$ cat config.mk
export PLATFORM = sky130hd
export DESIGN_NAME = i2s_transmitter_flat
export DESIGN_NICKNAME = d
export VERILOG_FILES = /design/src/rtl/i2s_pkg.sv /design/src/rtl/i2s_transmitter_if.sv /design/src/rtl/i2s_slot_counter.sv /design/src/rtl/i2s_transmitter.sv /design/src/flat_wrapper.sv
export SDC_FILE = /design/constraint.sdc
export NUM_CORES = 1
export LEC_CHECK = 0
export BUFFER_PORTS_ARGS = -buffer_cell sky130_fd_sc_hd__buf_2
export CORE_ASPECT_RATIO = 1.75
export CORE_UTILIZATION = 53
export CTS_BUF_LIST = sky130_fd_sc_hd__clkbuf_4 sky130_fd_sc_hd__clkbuf_8 sky130_fd_sc_hd__clkbuf_16
export DETAILED_ROUTE_END_ITERATION = 10
export GPL_TIMING_DRIVEN = 0
export PLACE_DENSITY = 0.73
export SLEW_MARGIN = 20
export SYNTH_ARGS = -nofsm -noshare
export SYNTH_HDL_FRONTEND = slang
export SYNTH_HIERARCHICAL = 1
export SYNTH_SLANG_ARGS = --single-unit
$ cat constraint.sdc
create_clock -name sclk -period 1.9 [get_ports sclk]
set_input_delay 0.475 -clock sclk [delete_from_list [all_inputs] [get_ports sclk]]
set_output_delay 0.475 -clock sclk [all_outputs]
set_load 0.03 [all_outputs]
$ cat src/rtl/i2s_pkg.sv
// rtl/i2s_pkg.sv - shared I2S widths and sample types
package i2s_pkg;

  localparam int I2S_DATA_W = 24;
  localparam int I2S_SLOT_W = 32;

  typedef logic signed [I2S_DATA_W-1:0] sample_t;

  typedef struct packed {
    sample_t left;
    sample_t right;
  } stereo_t;

endpackage

$ cat src/rtl/i2s_transmitter_if.sv
// rtl/i2s_transmitter_if.sv - stereo sample valid/ready handshake into the I2S transmitter
interface i2s_transmitter_if
  import i2s_pkg::*;
#(
  parameter int DATA_W = I2S_DATA_W
);

  logic signed [DATA_W-1:0] left_data;
  logic signed [DATA_W-1:0] right_data;
  logic                     din_valid;
  logic                     din_ready;

  modport master (
    output left_data,
    output right_data,
    output din_valid,
    input  din_ready
  );

  modport slave (
    input  left_data,
    input  right_data,
    input  din_valid,
    output din_ready
  );

endinterface

$ cat src/rtl/i2s_slot_counter.sv
// rtl/i2s_slot_counter.sv - slot/channel position counter for an I2S master frame
module i2s_slot_counter
  import i2s_pkg::*;
#(
  parameter int SLOT_W = I2S_SLOT_W
) (
  input  logic                      clk,
  input  logic                      rst_n,
  output logic [$clog2(SLOT_W)-1:0] slot,
  output logic                      chan,
  output logic                      frame_last
);

  localparam int               CNT_W     = $clog2(SLOT_W);
  localparam logic [CNT_W-1:0] SLOT_LAST = CNT_W'(SLOT_W - 1);

  // slot_q/chan_q name the position the next clock edge enters, so
  // registered outputs computed from them line up with that position.
  logic [CNT_W-1:0] slot_q, slot_d;
  logic             chan_q, chan_d;

  // Advance one slot; on slot wrap flip the channel.
  always_comb begin
    slot_d = slot_q + 1'b1;
    chan_d = chan_q;
    if (slot_q == SLOT_LAST) begin
      slot_d = '0;
      chan_d = ~chan_q;
    end
  end

  // Position state, parked at the start of a left slot while in reset.
  always_ff @(posedge clk) begin
    if (!rst_n) begin
      slot_q <= '0;
      chan_q <= 1'b0;
    end else begin
      slot_q <= slot_d;
      chan_q <= chan_d;
    end
  end

  assign slot       = slot_q;
  assign chan       = chan_q;
  // Next edge enters L0: the current cycle closes a frame (or leaves reset).
  assign frame_last = (slot_q == '0) && !chan_q;

endmodule

$ cat src/rtl/i2s_transmitter.sv
// rtl/i2s_transmitter.sv - I2S master transmitter; I2S_TX_UNDERRUN_CNT_EN adds underrun_cnt
module i2s_transmitter
  import i2s_pkg::*;
#(
  parameter int DATA_W = I2S_DATA_W,
  parameter int SLOT_W = I2S_SLOT_W
) (
  input  logic               sclk,
  input  logic               rst_n,
  i2s_transmitter_if.slave   din,
  output logic               lrclk,
  output logic               sdout,
  output logic               frame_start,
`ifdef I2S_TX_UNDERRUN_CNT_EN
  output logic [15:0]        underrun_cnt,
`endif
  output logic               underrun
);

  localparam int               CNT_W     = $clog2(SLOT_W);
  localparam logic [CNT_W-1:0] DATA_LAST = CNT_W'(DATA_W);

  logic [CNT_W-1:0] slot;
  logic             chan;
  logic             frame_last;

  i2s_slot_counter #(
    .SLOT_W (SLOT_W)
  ) u_slot_counter (
    .clk        (sclk),
    .rst_n      (rst_n),
    .slot       (slot),
    .chan       (chan),
    .frame_last (frame_last)
  );

  logic              lrclk_q, lrclk_d;
  logic              sdout_q, sdout_d;
  logic              frame_start_q, frame_start_d;
  logic              underrun_q, underrun_d;
  logic              hold_empty_q, hold_empty_d;
  logic [DATA_W-1:0] hold_left_q, hold_left_d;
  logic [DATA_W-1:0] hold_right_q, hold_right_d;
  logic [DATA_W-1:0] left_sr_q, left_sr_d;
  logic [DATA_W-1:0] right_sr_q, right_sr_d;

  // lrclk_q is still 0 on the first edge out of reset, which keeps that
  // edge from being treated as a frame end (no commit, no underrun).
  logic frame_end;
  logic accept;
  logic commit;
  logic data_slot;

  assign frame_end = frame_last && lrclk_q;
  assign accept    = din.din_valid && hold_empty_q;
  assign commit    = frame_end && !hold_empty_q;
  assign data_slot = (slot != '0) && (slot <= DATA_LAST);

  // Next-state for framing outputs, holding register and rotating shifters.
  always_comb begin
    lrclk_d       = chan;
    frame_start_d = (slot == '0) && !chan;
    underrun_d    = frame_end && hold_empty_q;
    sdout_d       = 1'b0;
    hold_empty_d  = hold_empty_q;
    hold_left_d   = hold_left_q;
    hold_right_d  = hold_right_q;
    left_sr_d     = left_sr_q;
    right_sr_d    = right_sr_q;

    // Shifters rotate rather than drain so an underrun frame can resend
    // the same pair: DATA_W rotations return them to their loaded value.
    if (data_slot) begin
      if (!chan) begin
        sdout_d   = left_sr_q[DATA_W-1];
        left_sr_d = {left_sr_q[DATA_W-2:0], left_sr_q[DATA_W-1]};
      end else begin
        sdout_d    = right_sr_q[DATA_W-1];
        right_sr_d = {right_sr_q[DATA_W-2:0], right_sr_q[DATA_W-1]};
      end
    end

    if (commit) begin
      left_sr_d    = hold_left_q;
      right_sr_d   = hold_right_q;
      hold_empty_d = 1'b1;
    end else if (accept) begin
      hold_left_d  = din.left_data;
      hold_right_d = din.right_data;
      hold_empty_d = 1'b0;
    end
  end

  // Output, holding and shift registers; reset discards everything in flight.
  always_ff @(posedge sclk) begin
    if (!rst_n) begin
      lrclk_q       <= 1'b0;
      sdout_q       <= 1'b0;
      frame_start_q <= 1'b0;
      underrun_q    <= 1'b0;
      hold_empty_q  <= 1'b1;
      hold_left_q   <= '0;
      hold_right_q  <= '0;
      left_sr_q     <= '0;
      right_sr_q    <= '0;
    end else begin
      lrclk_q       <= lrclk_d;
      sdout_q       <= sdout_d;
      frame_start_q <= frame_start_d;
      underrun_q    <= underrun_d;
      hold_empty_q  <= hold_empty_d;
      hold_left_q   <= hold_left_d;
      hold_right_q  <= hold_right_d;
      left_sr_q     <= left_sr_d;
      right_sr_q    <= right_sr_d;
    end
  end

`ifdef I2S_TX_UNDERRUN_CNT_EN
  logic [15:0] underrun_cnt_q, underrun_cnt_d;

  // Saturating count of underrun pulses, cleared only by reset.
  always_comb begin
    underrun_cnt_d = underrun_cnt_q;
    if (underrun_d && (underrun_cnt_q != 16'hFFFF)) begin
      underrun_cnt_d = underrun_cnt_q + 16'd1;
    end
  end

  // Underrun counter register.
  always_ff @(posedge sclk) begin
    if (!rst_n) begin
      underrun_cnt_q <= '0;
    end else begin
      underrun_cnt_q <= underrun_cnt_d;
    end
  end

  assign underrun_cnt = underrun_cnt_q;
`endif

  assign lrclk         = lrclk_q;
  assign sdout         = sdout_q;
  assign frame_start   = frame_start_q;
  assign underrun      = underrun_q;
  assign din.din_ready = hold_empty_q;

endmodule

$ cat src/flat_wrapper.sv
// flat-port wrapper written by rule: the top's interface ports become plain ports
module i2s_transmitter_flat import i2s_pkg::*;
#(
  parameter int DATA_W = I2S_DATA_W,
  parameter int SLOT_W = I2S_SLOT_W
)
  (sclk, rst_n, lrclk, sdout, frame_start, underrun, din_left_data, din_right_data, din_din_valid, din_din_ready);
  i2s_transmitter_if #(.DATA_W(DATA_W)) din_i ();
  input  logic sclk;
  input  logic rst_n;
  output logic lrclk;
  output logic sdout;
  output logic frame_start;
  output logic underrun;
  input wire logic [$bits(din_i.left_data)-1:0] din_left_data;
  input wire logic [$bits(din_i.right_data)-1:0] din_right_data;
  input wire logic [$bits(din_i.din_valid)-1:0] din_din_valid;
  output wire logic [$bits(din_i.din_ready)-1:0] din_din_ready;
  assign din_i.left_data = din_left_data;
  assign din_i.right_data = din_right_data;
  assign din_i.din_valid = din_din_valid;
  assign din_din_ready = din_i.din_ready;
  i2s_transmitter #(.DATA_W(DATA_W), .SLOT_W(SLOT_W)) u_core (.sclk(sclk), .rst_n(rst_n), .din(din_i), .lrclk(lrclk), .sdout(sdout), .frame_start(frame_start), .underrun(underrun));
endmodule
==> summary.txt, run 1 <==
Status
  • Status: finished clean

Min path
  • Hold_sp: din_left_data[16]
  • Hold depth: 3
  • WHS Endpoint: u_core/hold_left_q[16]
  • Hold Path Class: in -> reg

Detailed routing
  • Uppermost layer routed: met4
  • WL/cell: approximately 15 µm
  • Via count: approximately 4700
  • Via density: ~5.7
  • Post-route ant nets: 0
  • Routed metal-1 wire length: 4767 µm
  • DR pass1 iterations: 5
  • Met2 wire length: ~6700 µm
  • Number of DRC markers in iteration 0: roughly 310
  • Metal3 WL: between 500 and 600 µm
  • Final wirelength: about 12000 µm
  • Drt drc: 0

Flow run
  • Max-cap violations: 0

Yosys
  • Cell taking the most area after synthesis: dfxtp_1
  • Main synth FF type: dfxtp_1
  • Yosys cell types: 33
  • Synth top cells by count: nand2_1, dfxtp_1, o21ai_0
  • Asr flop ratio synth: 0%
  • Largest cells by area after synthesis: dfxtp_1, nand2_1, a221oi_1
  • Synth Register Bits: about 110
  • Net Count, Synth: 687
  • Post-synth top area share: ~43%
  • Post-Syn Area per Cell: 7.782 µm²
  • EDFF count, synth: 0
  • Mapped Area: roughly 5000 µm²
  • Most frequent cell after synthesis: nand2_1
  • Syn Inst Count: 633
  • YS warnings: 6
  • Register area share after synthesis: roughly 43%

STA
  • Final Cycle Share: 97.96%
  • Setup ws final: approximately 0.039 ns
  • Hold Violations, Final: 0
  • Max Clk Rate: between 500 and 600 MHz
  • RSZ-0062 raised after global routing: true
  • Count of final max-slew check failures: 0
  • Setup violations, final: 0
  • Crit path time final: ~1.9 ns
  • Worst Clk Skew: around 0.0074 ns
  • Max_slew headroom: around 65%
  • Least-Margin Pin Slew: about 0.53 ns
  • Min Hold Slack: between 0.3 and 0.4 ns

Placement
  • Post-Place Cells: between 800 and 900
  • Dpl hpwl: just under 9000 µm
  • IO Port Bufs: 55
  • Post-place setup slack: -0.6668 ns
  • Gpl congestion: 0.8260

CTS
  • Clk slew on worst S/H paths: around 0.070 ns
  • Clock root buffer: clkbuf_16
  • Clock sinks: around 110
  • H-tree depth: 3
  • CTS Buf Count: 9
  • Worst-skew pair later-pin latency: approximately 0.35 ns
  • CTS max path bufs: 2
  • CTS tree: yes

Power and ir drop
  • Sw power: 1110 µW
  • Reg power frac: between 40 and 50%
  • Max rail drop VDD: approximately 0.56 mV
  • Power per Cell Area: 829.9 nW/µm²
  • Leak: just over 0.002 µW
  • Clock power share: about 43%
  • Sw frac: around 23%
  • Internal power: around 3700 µW
  • Power share of the combinational group: around 8.5%

GRT
  • Total grt overflow: 0
  • Vias in the first global route: around 4600
  • Initial antenna violation count: 0
  • First-pass GRT wire length: 20070 µm
  • Largest net degree at the start of global routing: 17
  • GR Util All Layers: approximately a quarter

Setup path
  • Worst path cell trace: o31a_1 -> nor3_2 -> buf_2 -> a221oi_1 -> o21ai_0
  • Reg2reg path depth: 5
  • CP peak stage delay: roughly 0.42 ns
  • WP data required: ~2.2 ns
  • Critical Path Fanout Max: 10
  • Worst R2R End: u_core/left_sr_q[16]
  • Internal reg-to-reg setup slack: ~0.039 ns
  • Type of origin of the critical path: flip-flop
  • Reg-to-Reg Start: u_core/u_slot_counter/slot[1]
  • CP arrival: around 2.1 ns
  • Critical path class: reg -> reg
  • Critical path endpoint category: flip-flop
  • Slowest CP cell: o31a_1

Die
  • Die width: between 70 and 80 µm
  • Core area: 9036 µm²
  • Chip height: ~130 µm
  • Placement Rows: 46
  • Starting Density: approximately 55%
  • IO Count: 56
  • Area of the die: 9699 µm²

Cells and area
  • Layout Nets: 755
  • Fillers: 830
  • Register area: 2146 µm²
  • Multi-input combinational cell area: 2496 µm²
  • Area grow syn2layout: 17.91%
  • ANT cells: 0
  • Post-Layout Cell Count: 826
  • Share of cells above drive strength 1: about 17%
  • Post-layout util: 64.28%
worst max-delay path: cells and delay by family (launching register included):
kind	cells	cell delay, ns
buffers and inverters	1	0.30
AOI/OAI and AO/OA	3	0.72
DFF	1	0.38
and+or+nand+nor	1	0.39
cell type report:
class	count	area share [%]
timing repair buffer	57	4.998
inverter	30	1.939
sequential	107	36.95
buffer	50	4.826
multi-input combinational	446	42.98
tap	120	2.585
clock inverter	4	1.249
clock buffer	12	4.481
per-layer routing:
layer | GRT usage [%] | vias to the layer above
li1 | - | 2313
met3 | 5.210 | 17
met1 | 28.65 | 2220
met4 | 11.21 | 0
met2 | 49.07 | 135
met5 | 0 | -
registers in the layout, summed over array words and instances, names as in the netlist:
name / count
u_core/din.din_ready: 1
u_core/left_sr_q: 24
u_core/u_slot_counter/slot: 5
u_core/hold_left_q: 24
u_core/u_slot_counter/chan: 1
u_core/lrclk: 1
u_core/sdout: 1
u_core/underrun: 1
u_core/frame_start: 1
u_core/right_sr_q: 24
u_core/hold_right_q: 24
cells in the final DEF (no fill, tap or decap), types with 10 or more instances in the layout:
cell / netlist / routed
buf_4: 3 / 10
clkbuf_2: 0 / 14
clkbuf_1: 30 / 14
inv_1: 30 / 30
buf_2: 10 / 64
o22ai_1: 24 / 24
o21ai_1: 14 / 14
a221oi_1: 48 / 48
dfxtp_1: 107 / 104
nand2b_1: 25 / 25
o21ai_0: 59 / 58
a21boi_0: 48 / 48
nand2_1: 196 / 196
kinds of logic after synthesis:
logic type / share of synthesized area, %
compound gates: 27.20
flops: 43.48
mux: 0.2032
fa+ha+maj: 0.7621
buf+inv: 6.884
simple gates: 20.93
xor+xnor: 0.5335
worst max-delay path by stage:
stage                                  start  slack [ns]  cells past startpoint               endpoint
3_3_place_gp   u_core/u_slot_counter/slot[0]       -0.62                      9   u_core/left_sr_q[20]
2_1_floorplan  u_core/u_slot_counter/slot[0]       0.008                      9   u_core/left_sr_q[14]
3_5_place_dp   u_core/u_slot_counter/slot[0]       -0.67                      9   u_core/left_sr_q[15]
6_report       u_core/u_slot_counter/slot[1]        0.04                      5   u_core/left_sr_q[16]
5_1_grt           u_core/u_slot_counter/chan        -0.1                      7   u_core/right_sr_q[8]
4_1_cts           u_core/u_slot_counter/chan      -0.005                      6  u_core/right_sr_q[18]
metrics by stage:
| stage | cell area (µm²) | total power (µW) | setup TNS (ns) |
|---|---|---|---|
| detailed placement | 5351 | 2793 | -16.33 |
| global route | 5808 | 5008 | -0.7071 |
| global placement | 5351 | 2779 | -14.39 |
| CTS | 5727 | 4848 | -0.005190 |
| finish | 5808 | 4820 | 0 |
| floorplan | 4926 | 2643 | 0 |
what timing repair did:
item,in CTS,in global routing
buffers inserted,0,2
hold buffers,0,0
pin swaps,0,2
gates cloned,0,0
setup endpoints to repair,49,68
gates resized for setup,18,41
power by group through the flow:
stage	clock (µW)	sequential, µW	combinational [µW]
floorplan	0	2400	244
global placement	0	2400	378
detailed placement	0	2400	389
finish	2050	2360	410
global route	2190	2360	457
CTS	2100	2350	398
No activity file was read; power rests on OpenSTA's default activity.
==> run 2: changes to the inputs <==
Settings changed: PLACE_DENSITY 0.73 to 0.75.
==> run 2 against run 1 <==
Against the previous run: sequential power about the same; critical path type unchanged; clock skew down 0.0014 ns; combinational power rose by 7.1%; flip-flop and latch count did not move; clock-buffer cell count is the same; register-to-register slack about the same; utilization rose by 2.2 points.
==> summary.txt, run 2 (synthesis results as in run 1) <==
Setup path
  • Worst path cell trace: o31a_1 -> o2bb2ai_4 -> buf_6 -> buf_6 -> a221oi_1 -> o21ai_1
  • Buf/Inv on CP: 2
  • WP data required: about 2.1 ns
  • Critical Path Fanout Max: 10
  • Most used cell, CP: buf_6
  • CP peak stage delay: 0.40 ns
  • Critical path endpoint category: flip-flop
  • Critical path class: reg -> reg
  • CP arrival: around 2.1 ns
  • Family with the most delay on the worst path: compound AO/OA/AOI/OAI gates
  • Slowest CP cell: dfxtp_1
  • Type of origin of the critical path: flip-flop

STA
  • Setup ws final: ~0.045 ns
  • Count of final max-slew check failures: 0
  • Worst Clk Skew: approximately 0.006 ns
  • RSZ-0062 raised after global routing: true
  • Max Clk Rate: between 500 and 600 MHz
  • Least-Margin Pin Slew: 0.5331 ns
  • Setup violations, final: 0
  • Crit path time final: 1.855 ns
  • Min Hold Slack: between 0.3 and 0.4 ns
  • Max_slew headroom: 64.17%
  • Hold Violations, Final: 0
  • Final Cycle Share: 97.62%

CTS
  • H-tree depth: 3
  • CTS Buf Count: 9
  • CTS tree: yes
  • Worst-skew pair later-pin latency: ~0.35 ns
  • Clock sinks: between 100 and 150
  • CTS max path bufs: 2
  • Clk slew on worst S/H paths: about 0.070 ns
  • Clock root buffer: clkbuf_16
  • Hold_buf cts: 0

Power and ir drop
  • Leak: 0.002130 µW
  • Reg power frac: around half
  • Max rail drop VDD: approximately 0.64 mV
  • Power share of the combinational group: 9.6%
  • Internal power: about 3500 µW
  • Clock power share: 38.9%
  • Sw power: about 1100 µW
  • Power per Cell Area: 760.3 nW/µm²
  • Sw frac: roughly a quarter

Detailed routing
  • Number of DRC markers in iteration 0: roughly 320
  • Via density: about 5.6
  • Final wirelength: approximately 12000 µm
  • Via count: 4672
  • WL/cell: ~15 µm
  • Post-route ant nets: 0
  • Drt drc: 0
  • DR pass1 iterations: 5

Die
  • Placement Rows: 46
  • Core area: ~9000 µm²
  • IO Count: 56
  • Starting Density: roughly 55%
  • Area of the die: 9699 µm²
  • Die width: about 75 µm
  • Chip height: about 130 µm

Cells and area
  • Post-layout util: roughly 66%
  • Commonest non-fill, non-tap cell in the layout: nand2_1
  • Area grow syn2layout: 21.97%
  • Layout Nets: 764
  • ANT cells: 0
  • Most frequent cells in the layout: nand2_1, dfxtp_1, buf_2, o21ai_0
  • Share of cells above drive strength 1: 20.28%

Placement
  • IO Port Bufs: between 50 and 60
  • Dpl hpwl: between 8000 and 9000 µm
  • Post-place setup slack: -0.6503 ns
  • Gpl congestion: around 0.79

GRT
  • First-pass GRT wire length: ~20000 µm
  • GR Util All Layers: 26.24%
  • Largest net degree at the start of global routing: 17
  • Total grt overflow: 0
  • Initial antenna violation count: 0
  • Vias in the first global route: approximately 4500

Min path
  • Hold Path Class: in -> reg

Status
  • Status: finished clean

Flow run
  • Max-cap violations: 0
[run 2: cell count changes in the layout (fill, tap and decap cells not counted), moves of 5 or more]
| cell | previous run | this run |
|---|---|---|
| clkbuf_2 | 14 | 8 |
| clkbuf_4 | 2 | 9 |
| nand2_1 | 196 | 191 |
| nand2_2 | 0 | 5 |
| o21ai_0 | 58 | 50 |
| o21ai_1 | 14 | 19 |
[run 2: final timing paths]
check / start / end / slack (ns) / cells past startpoint
worst max register to register: u_core/u_slot_counter/slot[2] / u_core/left_sr_q[7] / 0.05 / 6
worst max-delay path: u_core/u_slot_counter/slot[2] / u_core/left_sr_q[7] / 0.05 / 6
worst min-delay path: din_left_data[16] / u_core/hold_left_q[16] / 0.38 / 3
worst min register to register: u_core/hold_right_q[18] / u_core/right_sr_q[18] / 0.46 / 2
[run 2: routing by layer]
layer  up-vias  wire (µm)  GRT usage [%]
li1       2337          -              -
met1      2167       4829          28.80
met2       135       6479          47.48
met3        33        512          4.199
met4         0        414          12.65
met5         -          0              0
[run 2: metrics by stage]
| step | std cells | area (µm²) | total power, µW | setup TNS (ns) |
|---|---|---|---|---|
| detailed placement | 808 | 5351 | 2791 | -16.90 |
| global placement | 808 | 5351 | 2778 | -15.15 |
| global route | 835 | 6008 | 4723 | -0.1661 |
| CTS | 824 | 5694 | 4550 | -0.006302 |
| floorplan | 633 | 4926 | 2643 | 0 |
| finish | 835 | 6008 | 4568 | 0 |
[run 2: power by group through the flow]
stage	Combinational, µW	Sequential [µW]	Clock [µW]
2_1_floorplan	244	2400	0
3_3_place_gp	377	2400	0
3_5_place_dp	388	2400	0
4_1_cts	397	2350	1800
5_1_grt	481	2360	1880
6_report	439	2350	1780
[run 2: cell type report]
class / count / area, µm²
fill: 773 / 3028
multi-input combinational: 446 / 2546
sequential: 107 / 2155
timing repair buffer: 67 / 442.9
buffer: 49 / 316.6
clock buffer: 12 / 260.3
tap: 120 / 150.1
inverter: 30 / 112.6
clock inverter: 4 / 25.02
[run 2: tightest hold or removal path: cells and delay by family]
kind / cells / cell delay (ns)
AOI/OAI and AO/OA: 1 / 0.06
buffers and inverters: 1 / 0.09
and+or+nand+nor: 1 / 0.04
[run 2: repair_timing]
item,CTS,global route
pin swaps,0,6
setup buffers,0,8
endpoints found under the setup margin,49,56
gates cloned,0,4
resized for setup,21,82
hold endpoints to repair,0,0
==> run 3: changes to the inputs <==
Settings changed: BUFFER_PORTS_ARGS -buffer_cell sky130_fd_sc_hd__buf_2 to -buffer_cell sky130_fd_sc_hd__buf_4.
==> run 3 against run 2 <==
Against the previous run: die area did not move; routed wire length fell by 0.76%; global-route usage fell by 0.31 points; non-clock buffer count fell by 5; sequential power barely moved; flip-flop and latch count did not move; sequential share of layout area fell by 0.57 points; hold slack improved by 0.0035 ns; critical path type unchanged.
==> summary.txt, run 3 (synthesis results as in run 1) <==
Status
  • Status: finished clean

Power and ir drop
  • Tot Pwr: approximately 5000 µW
  • Power per Cell Area: 817.5 nW/µm²
  • Leak: around 0.0022 µW
  • Max rail drop VDD: 0.7447 mV

Detailed routing
  • Drt drc: 0
  • WL/cell: 14.63 µm
  • Via count: 4716
  • Final wirelength: between 10000 and 15000 µm
  • Post-route ant nets: 0
  • Via density: roughly 5.7
  • Number of DRC markers in iteration 0: about 340
  • DR pass1 iterations: 5

Cells and area
  • Fin area: between 6000 and 7000 µm²
  • Most frequent cells in the layout: nand2_1, dfxtp_1, buf_4, o21ai_0, a21boi_0
  • Post-layout util: between 60% and 70%
  • Commonest non-fill, non-tap cell in the layout: nand2_1
  • Share of cells above drive strength 1: 18.87%
  • Area grow syn2layout: 23.93%
  • ANT cells: 0
  • Layout Nets: 759

Die
  • Core area: between 9000 and 10000 µm²
  • IO Count: 56
  • Starting Density: between 50% and 60%
  • Area of the die: approximately 9700 µm²
  • Die width: 74.88 µm
  • Placement Rows: 46
  • Chip height: 129.5 µm

STA
  • RSZ-0062 raised after global routing: true
  • Setup violations, final: 0
  • Count of final max-slew check failures: 0
  • Final Cycle Share: between 90% and 100%
  • Setup ws final: roughly 0.043 ns
  • Hold Violations, Final: 0
  • Min Hold Slack: 0.3797 ns
  • Least-Margin Pin Slew: 0.5018 ns
  • Worst Clk Skew: around 0.0082 ns
  • Max_slew headroom: between 60% and 70%
  • Crit path time final: ~1.9 ns
  • Max Clk Rate: approximately 540 MHz

GRT
  • Total grt overflow: 0
  • First-pass GRT wire length: 19690 µm
  • Vias in the first global route: 4440
  • Initial antenna violation count: 0
  • Largest net degree at the start of global routing: 18
  • GR Util All Layers: roughly 26%

Setup path
  • Critical path endpoint category: flip-flop
  • Critical path class: reg -> reg
  • Buf/Inv on CP: 4
  • Type of origin of the critical path: flip-flop
  • CP arrival: roughly 2.1 ns
  • Family with the most delay on the worst path: simple AND/OR/NAND/NOR gates
  • WP data required: 2.13 ns
  • Worst path cell trace: inv_2 -> ha_4 -> nand2b_4 -> nor4_4 -> nand2_1 -> o21ai_2 -> buf_4 -> buf_6 -> buf_8 -> o21ai_0
  • Critical Path Fanout Max: 7
  • Internal reg-to-reg setup slack: 0.04 ns
  • Slowest CP cell: dfxtp_4
  • CP peak stage delay: approximately 0.37 ns

Placement
  • Post-DP Area: roughly 5500 µm²
  • Dpl hpwl: between 8000 and 9000 µm
  • Post-place setup slack: -0.6977 ns
  • IO Port Bufs: between 50 and 60
  • Gpl congestion: a little over 0.8

CTS
  • Clk slew on worst S/H paths: 0.07 ns
  • Worst-skew pair later-pin latency: roughly 0.35 ns
  • CTS tree: yes
  • CTS Buf Count: 9
  • Clock sinks: about 110
  • H-tree depth: 3
  • Clock root buffer: clkbuf_16
  • CTS max path bufs: 2

Min path
  • Hold Path Class: in -> reg

Flow run
  • Max-cap violations: 0
==> run 3: what timing repair did <==
item                                    CTS  global route
hold endpoints to repair                  0             0
pin swaps                                 0             5
setup buffers                             0             6
cloned                                    0             1
endpoints found under the setup margin   49            68
hold buffers                              0             0
resized for setup                        16            77
==> run 3: area by class of cell <==
class | instances | area, µm²
buffer | 49 | 307.8
inverter | 30 | 112.6
multi-input combinational | 446 | 2541
fill | 770 | 2932
timing repair buffer | 62 | 486.7
sequential | 107 | 2155
tap | 120 | 150.1
clock inverter | 6 | 112.6
clock buffer | 10 | 239.0
==> run 3: metal layers <==
layer	up-vias	share of wire, %	track usage, %
met1	2237	40	29.16
met5	-	0	0
met4	0	1.8	9.101
met3	23	4.0	4.899
met2	141	54	47.27
li1	2315	-	-
==> run 3: worst reg2reg max path: stages (launching register included) <==
cell and delay (ns):
dfxtp_4 0.37, inv_2 0.08, ha_4 0.14, nand2b_4 0.06, nor4_4 0.32, nand2_1 0.10, o21ai_2 0.19, buf_4 0.14
buf_6 0.12, buf_8 0.12, o21ai_0 0.10
==> run 3: worst paths after layout <==
| kind | from | endpoint | cells past startpoint |
|---|---|---|---|
| max reg2reg | u_core/u_slot_counter/slot[0] | u_core/left_sr_q[20] | 10 |
| min | din_left_data[16] | u_core/hold_left_q[16] | 3 |
| max | u_core/u_slot_counter/slot[0] | u_core/left_sr_q[20] | 10 |
| min reg2reg | u_core/hold_right_q[4] | u_core/right_sr_q[4] | 2 |
==> run 3: report_power, final <==
group          switching, µW  internal, µW  leakage (µW)  total [µW]
Combinational            261           218       0.00112         480
Sequential              46.9          2310      0.000873        2350
Clock                    832          1320      0.000161        2160
Total                   1140          3850       0.00215        4990
==> run 3: metrics by stage <==
stage	setup TNS (ns)	instances
2_1_floorplan	0	633
3_3_place_gp	-15.65	808
3_5_place_dp	-16.91	808
4_1_cts	-0.003821	824
5_1_grt	-0.4985	830
6_report	0	830
